`config.mk`:
```
export PLATFORM = sky130hd
export DESIGN_NAME = pwm_dac
export DESIGN_NICKNAME = d
export VERILOG_FILES = /design/src/rtl/dac_pkg.sv /design/src/rtl/pwm_period_counter.sv /design/src/rtl/pwm_dac.sv
export SDC_FILE = /design/constraint.sdc
export NUM_CORES = 1
export LEC_CHECK = 0
export BUFFER_PORTS_ARGS = -buffer_cell sky130_fd_sc_hd__buf_2
export CORE_ASPECT_RATIO = 0.6
export CORE_MARGIN = 2
export CORE_UTILIZATION = 27
export DETAILED_ROUTE_END_ITERATION = 7
export PLACE_DENSITY_LB_ADDON = 0.15
export SYNTH_ARGS = -nofsm -noshare
export SYNTH_HDL_FRONTEND = slang
export SYNTH_SLANG_ARGS = --single-unit
```
`constraint.sdc`:
```
create_clock -name i_clk -period 2 [get_ports i_clk]
set_input_delay 0.4 -clock i_clk [delete_from_list [all_inputs] [get_ports i_clk]]
set_output_delay 0.4 -clock i_clk [all_outputs]
set_load 0.02 [all_outputs]
```
`src/rtl/dac_pkg.sv`:
```
// Shared PWM DAC sizing. The upstream serial-to-parallel shifter uses the same
// constants, so the code width cannot diverge between the two blocks.
package dac_pkg;
  localparam int unsigned DAC_N   = 4;
  localparam int unsigned PERIOD  = 2**DAC_N;
  localparam int unsigned CNT_MAX = PERIOD - 1;
endpackage

```
`src/rtl/pwm_period_counter.sv`:
```
// PWM period counter: free-runs while enabled, parks at zero while idle, and
// flags the wrap edge plus a registered first-cycle-of-period pulse.
module pwm_period_counter
  import dac_pkg::*;
#(
  parameter int unsigned N = DAC_N
) (
  input  logic         i_clk,
  input  logic         i_rst_n,
  input  logic         i_en,
  output logic [N-1:0] o_cnt,
  output logic [N-1:0] o_cnt_next,
  output logic         o_wrap,
  output logic         o_period_start
);

  localparam logic [N-1:0] CNT_TOP = {N{1'b1}};
  localparam logic [N-1:0] CNT_ONE = {{(N-1){1'b0}}, 1'b1};

  logic [N-1:0] r_cnt;
  logic         r_period_start;
  logic [N-1:0] w_cnt_next;
  logic         w_wrap;

  // Next count and wrap detect; the wrap is only meaningful while enabled.
  always_comb begin
    w_cnt_next = {N{1'b0}};
    w_wrap     = 1'b0;
    if (i_en) begin
      w_cnt_next = r_cnt + CNT_ONE;
      w_wrap     = (r_cnt == CNT_TOP);
    end else begin
      w_cnt_next = {N{1'b0}};
      w_wrap     = 1'b0;
    end
  end

  // Counter and period-start registers.
  always_ff @(posedge i_clk) begin
    if (!i_rst_n) begin
      r_cnt          <= {N{1'b0}};
      r_period_start <= 1'b0;
    end else begin
      r_cnt          <= w_cnt_next;
      r_period_start <= i_en & (w_cnt_next == {N{1'b0}});
    end
  end

  assign o_cnt          = r_cnt;
  assign o_cnt_next     = w_cnt_next;
  assign o_wrap         = w_wrap;
  assign o_period_start = r_period_start;

endmodule

```
`src/rtl/pwm_dac.sv`:
```
// PWM DAC back end: double-buffered code word (shadow -> duty) applied only at
// period boundaries or while idle, compared against the period counter.
module pwm_dac
  import dac_pkg::*;
#(
  parameter int unsigned N = DAC_N
) (
  input  logic         i_clk,
  input  logic         i_rst_n,
  input  logic         i_en,
  input  logic         i_load,
  input  logic [N-1:0] i_din,
  output logic         o_pwm_out,
  output logic         o_period_start,
  output logic         o_pending
);

  logic [N-1:0] r_shadow;
  logic [N-1:0] r_duty;
  logic         r_pending;
  logic         r_pwm_out;

  logic [N-1:0] w_cnt;
  logic [N-1:0] w_cnt_next;
  logic         w_wrap;
  logic         w_transfer;
  logic [N-1:0] w_duty_next;
  logic         w_pending_next;

  pwm_period_counter #(.N(N)) u_counter (
    .i_clk          (i_clk),
    .i_rst_n        (i_rst_n),
    .i_en           (i_en),
    .o_cnt          (w_cnt),
    .o_cnt_next     (w_cnt_next),
    .o_wrap         (w_wrap),
    .o_period_start (o_period_start)
  );

  // Transfer at the wrap while running, or immediately while idle; a load at
  // the same edge bypasses the shadow so the newest code is never lost.
  always_comb begin
    w_transfer     = i_en ? w_wrap : r_pending;
    w_duty_next    = r_duty;
    w_pending_next = r_pending;
    if (w_transfer) begin
      w_duty_next    = i_load ? i_din : r_shadow;
      w_pending_next = 1'b0;
    end else if (i_load) begin
      w_duty_next    = r_duty;
      w_pending_next = 1'b1;
    end else begin
      w_duty_next    = r_duty;
      w_pending_next = r_pending;
    end
  end

  // Buffer registers and the output compare, aligned with the counter.
  always_ff @(posedge i_clk) begin
    if (!i_rst_n) begin
      r_shadow  <= {N{1'b0}};
      r_duty    <= {N{1'b0}};
      r_pending <= 1'b0;
      r_pwm_out <= 1'b0;
    end else begin
      if (i_load) begin
        r_shadow <= i_din;
      end else begin
        r_shadow <= r_shadow;
      end
      r_duty    <= w_duty_next;
      r_pending <= w_pending_next;
      r_pwm_out <= i_en & (w_cnt_next < w_duty_next);
    end
  end

  assign o_pwm_out = r_pwm_out;
  assign o_pending = r_pending;

endmodule
```
-- After elaboration in Yosys (flattened, before gate mapping)
Index checks and enable logic that the tools add are counted.
- register bits: 15
- input port bits: 8
- output and inout port bits: 3
- logic and storage cells: 18
- add/sub/neg operators: 1
- magnitude comparators: 1
- equality and inequality tests: 1
- mux-type cells: 4
- bitwise operators: 3
- reductions and logical operators: 2
- operator list (operator ; count):
    $mux W4 ; 3
    $add A4 B1 Y4 const B ; 1
    $eq A4 B4 Y1 const B ; 1
    $logic_not A4 Y1 ; 1
    $lt A4 B4 Y1 ; 1
    $and A1 B1 Y1 ; 2
    $reduce_or A2 Y1 ; 1
    $mux W1 ; 1
    $not A1 Y1 ; 1

-- Logic depth before layout (Yosys ltp)
- word-level depth: 5
- gate-level depth with buffers: 8
- mapped depth without buffers: 8

-- Cells and area by module
From an unflattened synthesis, not the netlist that was laid out.
- cell total of the unflattened synthesis: 62
- area total of the unflattened synthesis: 679.4 um^2
- by module, submodules not included (module ; times used ; cells each ; area an instance (um^2) ; sequential area each (um^2)):
    pwm_dac ; 1 ; 41 ; 450.4 ; 200.2
    pwm_period_counter ; 1 ; 21 ; 229.0 ; 100.1

-- Worst setup path after synthesis
No wires, ideal clock.
- path type: register -> register
- start: reg u_counter.r_cnt[0], in the netlist u_counter.o_cnt[0]
- end: reg r_pwm_out, in the netlist o_pwm_out
- setup time: 0.086 ns
- arrival: 1.982 ns
- data required time: 1.914 ns
- setup slack: -0.067 ns
- cell stages (with the launch flop): 9
- path buffers: 0
- period minus slack after synthesis: 2.067 ns
- cell sequence: dfxtp_1 -> ha_1 -> and4_4 -> or3_1 -> o21ai_0 -> ha_1 -> a21o_1 -> a211o_1 -> a211oi_1
- longest elaborated chain between the ends: 5
- elaborated cells on any way between the ends: 7
- classes of those cells: add/sub: 1; order compare: 1; eq/ne: 1; mux: 3; bitwise: 1
- RTL lines (what ; RTL line ; source):
    start: declaration ; pwm_period_counter.sv:20 ; logic [N-1:0] r_cnt;
    start signal: assignment ; pwm_period_counter.sv:41 ; r_cnt <= {N{1'b0}};
    start signal: assignment ; pwm_period_counter.sv:44 ; r_cnt <= w_cnt_next;
    branches (longest 3 deep; another with $add A4 B1 Y4) ; n/a ;
    $lt A4 B4 Y1 (*) ; pwm_dac.sv:73 ; r_pwm_out <= i_en & (w_cnt_next < w_duty_next);
    $and A1 B1 Y1 (*) ; pwm_dac.sv:73 ;
    end signal: assignment ; pwm_dac.sv:73 ;
    end: declaration ; pwm_dac.sv:21 ; logic r_pwm_out;
Every way passes the cells marked *.
A chain may end at the register's enable or synchronous reset.

-- Worst setup path in the final report
- start: reg u_counter.r_cnt[1], in the netlist u_counter.o_cnt[1]
- end: reg r_pwm_out, in the netlist o_pwm_out
The elaborated chain is that of the path after synthesis.

==> out/results.tsv <==
metric	value	unit
drtPass1Iterations	4	
rr_worst_depth	8	
violations	setup timing	
viasPerCell	4.648	
placed_cells	117	
min_path_cells	3	
synth_ff_type	dfxtp_1	
clock_latency	250	ps
cts_tree	built	
antenna_found_initial	0	
finalPower	0.6777	mW
clk_pin_slew	70	ps
yosys_warnings	0	
synth.area.top_cells	dfxtp_1 42%, ha_1 7.0%, and2_1 5.3%, mux2_2 4.7%, o211a_1 4.2%	
cpPeakStageDelay	380	ps
die_y	43.85	um
drive_above_1_share	43.33	%
worstSetupPathType	reg2reg	
grt_pass1_vias	525	
area_growth	30.12	%
die-area	3087	um2
yosysSeqAreaShare	42.03	%
path_cells	ha_4 -> and4_4 -> or3_4 -> o21ai_2 -> ha_1 -> a21o_1 -> a211o_1 -> a211oi_1	
place.gp.congestion	0.7300	
clock.fmax	481.8	MHz
hp-start	i_din[3]	
hold_end	r_shadow[3]$_SDFF_PN0_	
setup_viol	1	
start_util	28.52	%
crit_family	compound AO/OA/AOI/OAI gates	
syn-num-nets	81	
diodes	0	
yosysMostFrequentCell	dfxtp_1	
finalHoldViolCount	0	
p_leak	0.4479	nW
endpoint_kind	register	
die_w	70.41	um
grt_usage	10.73	%
status	finished, violations left	
vias	567	
h-tree-depth	1	
crit_fanout	6	
rows	14	
slew_violations	0	
final_nets	103	
crit_required	2170	ps
synthCells	69	
layout_setup_ws	-75.63	ps
wl_per_cell	12.28	um
r2r_setup_slack	-80	ps
hold_buffers	0	
peakVddDrop	218.4	uV
postLayoutCellArea	929.6	um2
hp-class	in2reg	
synth_seq_cells	15	
core	2505	um2
slew_headroom	79.82	%
ctsRootBufferMaster	clkbuf_8	
synth.area.mux_share	6.830	%
cp.depth	8	
post-route-min-period	2076	ps
power_density	728.9	nW/um2
syn_avg_cell_area	10.35	um2
yosys.area_share.xor_xnor	2.452	%
worstPathArrival	2250	ps
ant_nets	0	
fin_cells	122	
synthSimpleGateAreaFrac	24.69	%
fin_crit_sh	103.8	%
fin_util	37.11	%
ios	11	
synth_top_area_cell	dfxtp_1	
cp_num_buf_inv	0	
synth_compound_area_share	14.36	%
maxCapViolCount	0	
start_kind	register	
pre_cts_ws	-118.8	ps
first_iter_violations	27	
dpl.hpwl	1078	um
yosysUniqueCellTypes	31	
portBuffers	10	
synth_common_cells	15 x dfxtp_1, 6 x and2_1, 4 x ha_1	
placed_cell_area	852.1	um2
synth.top_cell.area_share	42.03	%
crit_slowest_cell	or3_4	
drc_errors	0	
grt.overflow.total	0	
synthAdderAreaFrac	7.005	%
r2r_start	u_counter.o_cnt[1]$_SDFF_PN0_	
cts_made_buffers	3	
tightest_slew	300.5	ps
grt_pass1_wl	2456	um
synth_area	714.4	um2
synth-async-reset-ratio	0	%
cts_sinks	15	
grt_setup_unrepaired	true	
grt_max_degree	14	
drt-total-wl	1498	um
r2r-end	o_pwm_out$_SDFF_PN0_	
synth-edff-count	0	
clockBufferDepth	2	
synth_top_family_by_area	simple AND/OR/NAND/NOR gates	
skew	5.781	ps
==> worst max path at each step <==
stage	start	endpoint
2_1_floorplan	u_counter.o_cnt[0]$_SDFF_PN0_	o_pwm_out$_SDFF_PN0_
3_5_place_dp	i_en	o_pwm_out$_SDFF_PN0_
6_report	u_counter.o_cnt[1]$_SDFF_PN0_	o_pwm_out$_SDFF_PN0_
3_3_place_gp	i_en	o_pwm_out$_SDFF_PN0_
5_1_grt	u_counter.o_cnt[1]$_SDFF_PN0_	o_pwm_out$_SDFF_PN0_
4_1_cts	u_counter.o_cnt[1]$_SDFF_PN0_	o_pwm_out$_SDFF_PN0_
==> metal layers <==
| layer | GRT usage (%) | routed length, um |
|---|---|---|
| met5 | 0 | 0 |
| met4 | 3.462 | 8 |
| met3 | 5.116 | 88 |
| met2 | 14.34 | 564 |
| met1 | 15.03 | 836 |
==> through the flow <==
step / TNS [ps] / hold slack, ps
3_3_place_gp: -67.28 / 545.5
6_report: -75.63 / 511.7
2_1_floorplan: -4.839 / 477.2
4_1_cts: -98.52 / 510.0
5_1_grt: -133.3 / 520.0
3_5_place_dp: -118.8 / 528.6
==> timing repair <==
action / CTS / global route
setup buffers: 0 / 1
endpoints found under the hold margin: 0 / 0
resized for setup: 3 / 3
pin swaps: 0 / 1
setup endpoints to repair: 1 / 1
==> worst min-delay path: stages <==
cell and delay [ps]:
buf_2 80, mux2_2 140, and2_1 110
==> sequential cells by signal (all words and copies together) (netlist names) <==
name	flops
o_pwm_out	1
r_duty	4
u_counter.o_cnt	4
o_pending	1
r_shadow	4
u_counter.o_period_start	1
==> power by group <==
group          leakage (nW)  internal (mW)  switching, mW
logic                 0.299         0.0560         0.0522
clock network        0.0255          0.138          0.110
registers             0.124          0.315        0.00694
total                 0.448          0.509          0.169
==> area by class of cell <==
| cell class | instances | area (um2) |
|---|---|---|
| Clock buffer | 3 | 41.29 |
| Clock inverter | 1 | 5.005 |
| Fill cell | 251 | 1575 |
| Inverter | 1 | 3.754 |
| Multi-Input combinational cell | 51 | 419.2 |
| Sequential cell | 15 | 302.8 |
| Tap cell | 32 | 40.04 |
| Timing Repair Buffer | 19 | 117.6 |
==> cell families after synthesis <==
family / after synthesis
simple gates: 28
fa+ha+maj: 4
flops: 15
compound gates: 13
mux: 4
buf+inv: 3
xor+xnor: 2
==> cell usage in the layout (no fill, tap or decap), types with 2 or more instances in the layout <==
cell	instances
o21ai_0	2
mux2_2	3
nand3_1	2
dfxtp_1	13
nand2b_1	2
and2_1	6
or3_1	2
and3_1	3
a21oi_1	2
ha_1	3
clkbuf_8	3
buf_2	10
buf_4	9
o211a_1	3
dfxtp_2	2
nor3_1	3
Power figures use the tool's default switching activity.
